`config.mk`:
```
export PLATFORM = sky130hd
export DESIGN_NAME = pulpemu_clk_div_bank
export DESIGN_NICKNAME = d
export VERILOG_FILES = /design/src/rtl/pulpemu_clk_div_pkg.sv /design/src/rtl/pulpemu_clk_div_ch.sv /design/src/rtl/pulpemu_clk_div_bank.sv
export SDC_FILE = /design/constraint.sdc
export NUM_CORES = 1
export LEC_CHECK = 0
export ABC_AREA = 1
export CAP_MARGIN = 20
export CORE_AREA = 2 2 111 113
export CTS_CLUSTER_DIAMETER = 60
export DETAILED_ROUTE_END_ITERATION = 7
export DIE_AREA = 0 0 113 115
export DONT_BUFFER_PORTS = 1
export HOLD_SLACK_MARGIN = 0.05
export SLEW_MARGIN = 20
export SYNTH_ARGS = -nofsm -noshare
export SYNTH_HDL_FRONTEND = slang
export SYNTH_SLANG_ARGS = --single-unit
export TNS_END_PERCENT = 5
```
`constraint.sdc`:
```
create_clock -name clk_i -period 2.2 [get_ports clk_i]
set_input_delay 0.22 -clock clk_i [delete_from_list [all_inputs] [get_ports clk_i]]
set_output_delay 0.22 -clock clk_i [all_outputs]
set_load 0.02 [all_outputs]
```
`src/rtl/pulpemu_clk_div_pkg.sv`:
```
`default_nettype none
// ============================================================================
// Package  : pulpemu_clk_div_pkg
// Purpose  : Shared types and helpers for the multi-channel clock/strobe
//            divider bank (mode encoding, channel config record, channel
//            index width helper).
// Ports    : none (package)
// Revision : 1.0 - initial release
// ============================================================================
package pulpemu_clk_div_pkg;

  // Output shape of one channel: 50% square wave, or strobe-only.
  typedef enum logic {
    SQUARE = 1'b0,
    PULSE  = 1'b1
  } clk_div_mode_e;

  // Default divisor width; the RTL itself is parametrised on DIV_W.
  localparam int unsigned c_div_w_def = 16;

  // Per-channel configuration record at the default divisor width.
  typedef struct packed {
    logic [c_div_w_def-1:0] div;
    logic                   en;
    clk_div_mode_e          mode;
  } ch_cfg_t;

  // Width of a channel index; never narrower than one bit.
  function automatic int ch_idx_w(input int n);
    return (n > 1) ? $clog2(n) : 1;
  endfunction

endpackage
`default_nettype wire

```
`src/rtl/pulpemu_clk_div_ch.sv`:
```
`default_nettype none
// ============================================================================
// Module   : pulpemu_clk_div_ch
// Purpose  : One divider channel: counter, registered clk/tick outputs,
//            shadow configuration and the period-boundary apply logic.
// Ports    : i_clk     - fabric clock
//            i_rstn    - synchronous active-low reset
//            i_load    - stage {i_div, i_en, i_mode} into the shadow register
//            i_div     - staged divisor
//            i_en      - staged enable
//            i_mode    - staged mode
//            o_clk     - divided square output (registered)
//            o_tick    - one-cycle terminal-count strobe (registered)
//            o_pending - staged update not yet applied
// Revision : 1.0 - initial release
// ============================================================================
module pulpemu_clk_div_ch
  import pulpemu_clk_div_pkg::*;
#(
  parameter int unsigned DIV_W    = 16,
  parameter int unsigned RST_DIV  = 256,
  parameter bit          RST_EN   = 1'b1,
  parameter bit          RST_MODE = 1'b0
) (
  input  logic             i_clk,
  input  logic             i_rstn,
  input  logic             i_load,
  input  logic [DIV_W-1:0] i_div,
  input  logic             i_en,
  input  clk_div_mode_e    i_mode,
  output logic             o_clk,
  output logic             o_tick,
  output logic             o_pending
);

  typedef struct packed {
    logic [DIV_W-1:0] div;
    logic             en;
    clk_div_mode_e    mode;
  } cfg_t;

  localparam logic [DIV_W-1:0] c_one     = DIV_W'(1);
  localparam cfg_t             c_rst_cfg = '{
    div:  DIV_W'(RST_DIV),
    en:   RST_EN,
    mode: (RST_MODE ? PULSE : SQUARE)
  };

  cfg_t             r_cfg;
  cfg_t             r_shadow;
  logic [DIV_W-1:0] r_cnt;
  logic             r_clk;
  logic             r_tick;
  logic             r_pending;

  logic w_active;
  logic w_terminal;
  logic w_apply;

  // A zero divisor counts as disabled so the terminal compare never wraps.
  assign w_active   = r_cfg.en && (r_cfg.div != '0);
  assign w_terminal = w_active && (r_cnt == (r_cfg.div - c_one));

  // Disabled channels take a staged update immediately. Running channels
  // wait for a period boundary; in SQUARE mode only the terminal that
  // drives clk 1->0 qualifies, so a high phase is never cut short.
  assign w_apply = r_pending &&
                   (!w_active ||
                    (w_terminal && ((r_cfg.mode == PULSE) || r_clk)));

  always_ff @(posedge i_clk) begin
    if (!i_rstn) begin
      r_cfg     <= c_rst_cfg;
      r_shadow  <= c_rst_cfg;
      r_cnt     <= '0;
      r_clk     <= 1'b0;
      r_tick    <= 1'b0;
      r_pending <= 1'b0;
    end else begin
      if (w_terminal) begin
        r_cnt  <= '0;
        r_tick <= 1'b1;
        r_clk  <= (r_cfg.mode == SQUARE) ? ~r_clk : 1'b0;
      end else if (w_active) begin
        r_cnt  <= r_cnt + c_one;
        r_tick <= 1'b0;
      end else begin
        r_cnt  <= '0;
        r_tick <= 1'b0;
        r_clk  <= 1'b0;
      end

      // The terminal tick above is kept on the apply cycle; only the
      // counter and clk restart from a clean low phase.
      if (w_apply) begin
        r_cfg     <= r_shadow;
        r_pending <= 1'b0;
        r_cnt     <= '0;
        r_clk     <= 1'b0;
      end else if (i_load) begin
        r_shadow  <= '{div: i_div, en: i_en, mode: i_mode};
        r_pending <= 1'b1;
      end
    end
  end

  assign o_clk     = r_clk;
  assign o_tick    = r_tick;
  assign o_pending = r_pending;

endmodule
`default_nettype wire

```
`src/rtl/pulpemu_clk_div_bank.sv`:
```
`default_nettype none
// ============================================================================
// Module   : pulpemu_clk_div_bank
// Purpose  : N_CH independent runtime-reconfigurable clock/strobe dividers
//            sharing one valid/ready configuration port.
// Ports    : clk_i       - fabric clock
//            rstn_i      - synchronous active-low reset
//            cfg_valid_i - config request valid
//            cfg_ready_o - config accepted when cfg_valid_i is also high
//            cfg_ch_i    - target channel (out-of-range requests are dropped)
//            cfg_div_i   - new divisor
//            cfg_en_i    - new enable
//            cfg_mode_i  - new mode (0 = SQUARE, 1 = PULSE)
//            clk_o       - divided square outputs
//            tick_o      - terminal-count strobes
//            pending_o   - per-channel staged-update flags
// Revision : 1.0 - initial release
// ============================================================================
module pulpemu_clk_div_bank
  import pulpemu_clk_div_pkg::*;
#(
  parameter int unsigned N_CH     = 2,
  parameter int unsigned DIV_W    = 16,
  parameter int unsigned RST_DIV  = 256,
  parameter int unsigned RST_EN   = 1,
  parameter int unsigned RST_MODE = 0
) (
  input  logic                        clk_i,
  input  logic                        rstn_i,
  input  logic                        cfg_valid_i,
  output logic                        cfg_ready_o,
  input  logic [ch_idx_w(N_CH)-1:0]   cfg_ch_i,
  input  logic [DIV_W-1:0]            cfg_div_i,
  input  logic                        cfg_en_i,
  input  logic                        cfg_mode_i,
  output logic [N_CH-1:0]             clk_o,
  output logic [N_CH-1:0]             tick_o,
  output logic [N_CH-1:0]             pending_o
);

  localparam int unsigned       c_ch_w = ch_idx_w(N_CH);
  localparam int unsigned       c_pad  = 1 << c_ch_w;
  localparam logic [c_ch_w:0]   c_n_ch = (c_ch_w + 1)'(N_CH);

  logic [c_pad-1:0] w_pend_pad;
  logic [N_CH-1:0]  w_load;
  logic             w_in_range;

  // Compare one bit wider than the index so N_CH == 2**c_ch_w still works.
  assign w_in_range = ({1'b0, cfg_ch_i} < c_n_ch);

  // Pad pending flags to the full index space so the ready mux never
  // selects past the end of the vector.
  for (genvar g = 0; g < c_pad; g++) begin : g_pad
    if (g < N_CH) begin : g_real
      assign w_pend_pad[g] = pending_o[g];
    end else begin : g_none
      assign w_pend_pad[g] = 1'b0;
    end
  end

  // Out-of-range requests are acknowledged and silently discarded.
  assign cfg_ready_o = !w_in_range || !w_pend_pad[cfg_ch_i];

  for (genvar g = 0; g < N_CH; g++) begin : g_ch
    localparam logic [c_ch_w-1:0] c_idx = c_ch_w'(g);

    assign w_load[g] = cfg_valid_i && w_in_range && !pending_o[g] &&
                       (cfg_ch_i == c_idx);

    pulpemu_clk_div_ch #(
      .DIV_W    (DIV_W),
      .RST_DIV  (RST_DIV),
      .RST_EN   (RST_EN != 0),
      .RST_MODE (RST_MODE != 0)
    ) u_ch (
      .i_clk     (clk_i),
      .i_rstn    (rstn_i),
      .i_load    (w_load[g]),
      .i_div     (cfg_div_i),
      .i_en      (cfg_en_i),
      .i_mode    (clk_div_mode_e'(cfg_mode_i)),
      .o_clk     (clk_o[g]),
      .o_tick    (tick_o[g]),
      .o_pending (pending_o[g])
    );
  end

endmodule
`default_nettype wire

```
==> summary.md <==
| Metric | Value |
|---|---|
| Outcome | finished with violations |
| Failing checks | design-rule violations |
| Max Cap Viol | 0 |
| Die ar. | 13000 um2 |
| Crit-path cells | inv_1, ha_2, nand2_1, inv_1, nor3_2, nand3b_1, nor3_4, nand2_2, nand2_4, buf_12, nand3_1, nand2_1, nor2_1 |
| Synth Area in Simple Gates | 34.1% |
| Row Count | 40 |
| Post-synthesis adder-cell area fraction | 0.859% |
| Post-synthesis cell count | approximately 860 |
| Syn avg cell area | ~6.8 um2 |
| Pwr Density | between 500 and 600 nW/um2 |
| DR DRC count | 2 |
| Worst Skew | between 8 and 9 ps |
| Num CTS Buffers | 9 |
| Chip Height | between 100 and 150 um |
| R2R Setup Slk | 120 ps |
| Clock Latency Late Sink | 360 ps |
| Worst-path fanout max | 17 |
| Peak VDD IR | 0.712 mV |
| Multi-input logic area | around 3200 um2 |
| Area growth from synthesis to layout | 14.5% |
| Layout cell share with drive strength beyond 1 | a little under an eighth |
| Sequential area share after synthesis | between 30% and 40% |
| Max clock buf depth | 2 |
| Post-Synth XOR/XNOR Area | 7.21% |
| WS Path Type | reg2reg |
| Worst path arrival time | around 2300 ps |
| Worst Max-Slew Pin Slew | around 830 ps |
| # diodes | 0 |
| Pins Over Slew Limit | 0 |
| Core ar. | 11800 um2 |
| Worst EP required | between 2000 and 2500 ps |
| Sequential Area | approximately 2200 um2 |
| Post-synth EDFFs | 0 |
| Normalized max-slew margin | about 45% |
| Number of global-route vias before repair | between 4000 and 5000 |
| Combinational family with the most area after synthesis | simple AND/OR/NAND/NOR gates |
| Sink Count | 110 |
| GRT overflow | 0 |
| Initial antenna violation count | 0 |
| Fmax | around 480 MHz |
| Final worst setup slack | around 120 ps |
| Top post-synthesis cells by area | dfxtp_1 38%, nand2_1 11%, nor2_1 8.8% |
| Netlist area before placement | approximately 5800 um2 |
| Iteration count of the initial detailed-routing pass | 7 |
| GP Congestion | approximately 0.9 |
| Mux share of post-synthesis cell area | 0% |
| Initial Utilization | 49.3% |
| #FFs+latches synth | 110 |
| Final hold violation count | 0 |
| Syn_nets | ~900 |
| Largest net degree at the start of global routing | 75 |
| RSZ-0062 raised after global routing | true |
| Largest delay share family, worst path | simple AND/OR/NAND/NOR gates |
| CP max stage cell | dfxtp_2 |
| Via-per-instance ratio | around 5 |
| Fillers | around 1200 |
| IO Port Bufs | 0 |
| Synth async-reset ratio | 0% |
| Clk slew on worst S/H paths | 70 ps |
| DRT iter0 DRCs | 328 |
| H-tree levels | 3 |
| Setup violations, final | 0 |
| Pre-CTS setup slack | -10.9 ps |
| Total GRT Usage | between 20% and 30% |
| Worst setup EP type | register |
| Top FF cell, synth | dfxtp_1 |
| Clock period minus worst slack | between 2000 and 2500 ps |
| Synth top area share | 37.8% |
| CTS tree | built |
| Hpwl dp | between 10000 and 15000 um |
| Cell leakage power | 2.86 nW |
| Number of nets in the final layout | approximately 900 |
| Routed len/inst | about 14 um |
| Ys Warns | 0 |
| First-pass GRT wire length | around 23000 um |
| Chip width | roughly 110 um |
| Via count | between 5000 and 6000 |
| Synth Area in Compound Gates | a little over a tenth |
| Fin Hold WS | ~60 ps |
| Worst Setup Start Kind | register |
| Final wirelength | 14200 um |
| Worst Hold Class | in2reg |
| CTS Root Cell | clkbuf_16 |
| Final period util | 94.4% |
| Synth area leader | dfxtp_1 |
| Buffers plus inverters on the worst setup path | 3 |
| Cell variety after synth | 38 |
| CP max stage delay | 330 ps |
| Post-route ant nets | 0 |
| IO Pins | 29 |
registers in the layout, summed over array words and instances (netlist names):
register,flops
g_ch.u_ch.r_cfg,36
g_ch.u_ch.r_shadow,36
g_ch.u_ch.r_cnt,32
g_ch.u_ch.o_clk,2
g_ch.u_ch.o_pending,2
g_ch.u_ch.o_tick,2
placed cells by master (no fill, tap or decap), types with 4 or more instances in the layout:
| cell type | count |
|---|---|
| nor2_1 | 129 |
| dfxtp_1 | 101 |
| nor2_2 | 15 |
| a21oi_1 | 70 |
| nor3_1 | 7 |
| inv_2 | 6 |
| nand2_2 | 6 |
| nand4_1 | 13 |
| nor3b_1 | 6 |
| nand2_1 | 167 |
| o21ai_0 | 38 |
| nand3_1 | 72 |
| dfxtp_2 | 9 |
| clkbuf_16 | 11 |
| nor2_4 | 4 |
| xor2_1 | 29 |
| dlygate4sd3_1 | 13 |
| nand3_2 | 5 |
| inv_1 | 89 |
| buf_4 | 15 |
| nand3b_1 | 9 |
| buf_12 | 6 |
| xnor2_1 | 18 |
worst reg2reg max path: stages, from the launching register on:
cell	delay [ps]
dfxtp_2	330
inv_1	80
ha_2	280
nand2_1	70
inv_1	50
nor3_2	190
nand3b_1	150
nor3_4	250
nand2_2	140
nand2_4	120
buf_12	150
nand3_1	80
nand2_1	60
nor2_1	40
cells by family (layout without fill, tap and decap cells):
logic type | Yosys count | count (layout)
and+or+nand+nor | 449 | 449
DFF | 110 | 110
xor gates and xnor gates | 48 | 48
adders and majority gates | 4 | 4
AOI/OAI and AO/OA | 116 | 116
buffers and inverters | 131 | 149
Yosys cell counts (2+ instances only):
cell type    n
nand4_1     13
nand3_1     76
buf_6        4
dfxtp_1    110
a21oi_1     70
inv_1       91
or2_2        2
clkbuf_1    12
a31oi_1      2
ha_1         4
nor3b_1      6
nor3_1       9
buf_2        8
nor3_2       2
nand2_2      3
nor2_4       2
xnor2_1     18
buf_4        8
buf_1        3
nand3_2      2
nor2_1     137
o21ai_1      2
xor2_1      30
inv_2        4
and3_1       3
nor2_2       9
nand3b_1     9
nand2_1    171
nand2_4      2
o21ai_0     38
routing by layer:
metal  vias to the layer above  GRT usage (%)  wire [um]
met3                        14           6.11        681
met5                         -              0          0
li1                       2762              -          -
met4                         0           5.28        185
met2                        87           31.4       5870
met1                      2323           33.5       7480
power by group:
part | leakage [nW] | switching, mW | internal, mW
logic | 1.82 | 0.141 | 0.0849
registers | 0.899 | 0.0261 | 2.05
clock network | 0.145 | 0.824 | 0.833
cell type report:
class                      instances  share of cell area (%)
clock buffer                      10                    3.58
clock inverter                     6                   0.881
inverter                          96                    5.40
multi-input combinational        617                    47.6
sequential                       110                    33.2
tap                              147                    2.76
timing repair buffer              37                    6.60
metrics by stage:
| step | instances | power [mW] | cell area [um2] | setup TNS (ps) | utilization, % |
|---|---|---|---|---|---|
| floorplan | 858 | 2.27 | 5830 | 0 | - |
| global placement | 989 | 2.29 | 6030 | 0 | 51.0 |
| detailed placement | 989 | 2.30 | 6030 | -25.3 | 51.0 |
| CTS | 1019 | 3.99 | 6490 | 0 | 55.0 |
| global route | 1023 | 4.10 | 6670 | -298 | 56.5 |
| finish | 1023 | 3.95 | 6670 | 0 | 56.5 |
final timing paths:
path,cells after the start,from,endpoint
worst max register to register,13,g_ch[0].u_ch.r_cfg[2]$_SDFFE_PN0P_,g_ch[0].u_ch.r_cfg[5]$_SDFFE_PN0P_
worst max-delay path,13,g_ch[0].u_ch.r_cfg[2]$_SDFFE_PN0P_,g_ch[0].u_ch.r_cfg[5]$_SDFFE_PN0P_
worst min-delay path,2,cfg_mode_i,g_ch[1].u_ch.r_shadow[0]$_SDFFE_PN0P_
worst min register to register,2,g_ch[1].u_ch.r_shadow[0]$_SDFFE_PN0P_,g_ch[1].u_ch.r_shadow[0]$_SDFFE_PN0P_
what timing repair did:
item / 4_1_cts / 5_1_grt
pin swaps: 1 / 13
endpoints found under the hold margin: 76 / 0
resized for setup: 2 / 36
gates cloned: 0 / 2
endpoints found under the setup margin: 21 / 72
hold buffers: 14 / 0
buffers inserted: 0 / 2
(Power assumes the default switching activity.)
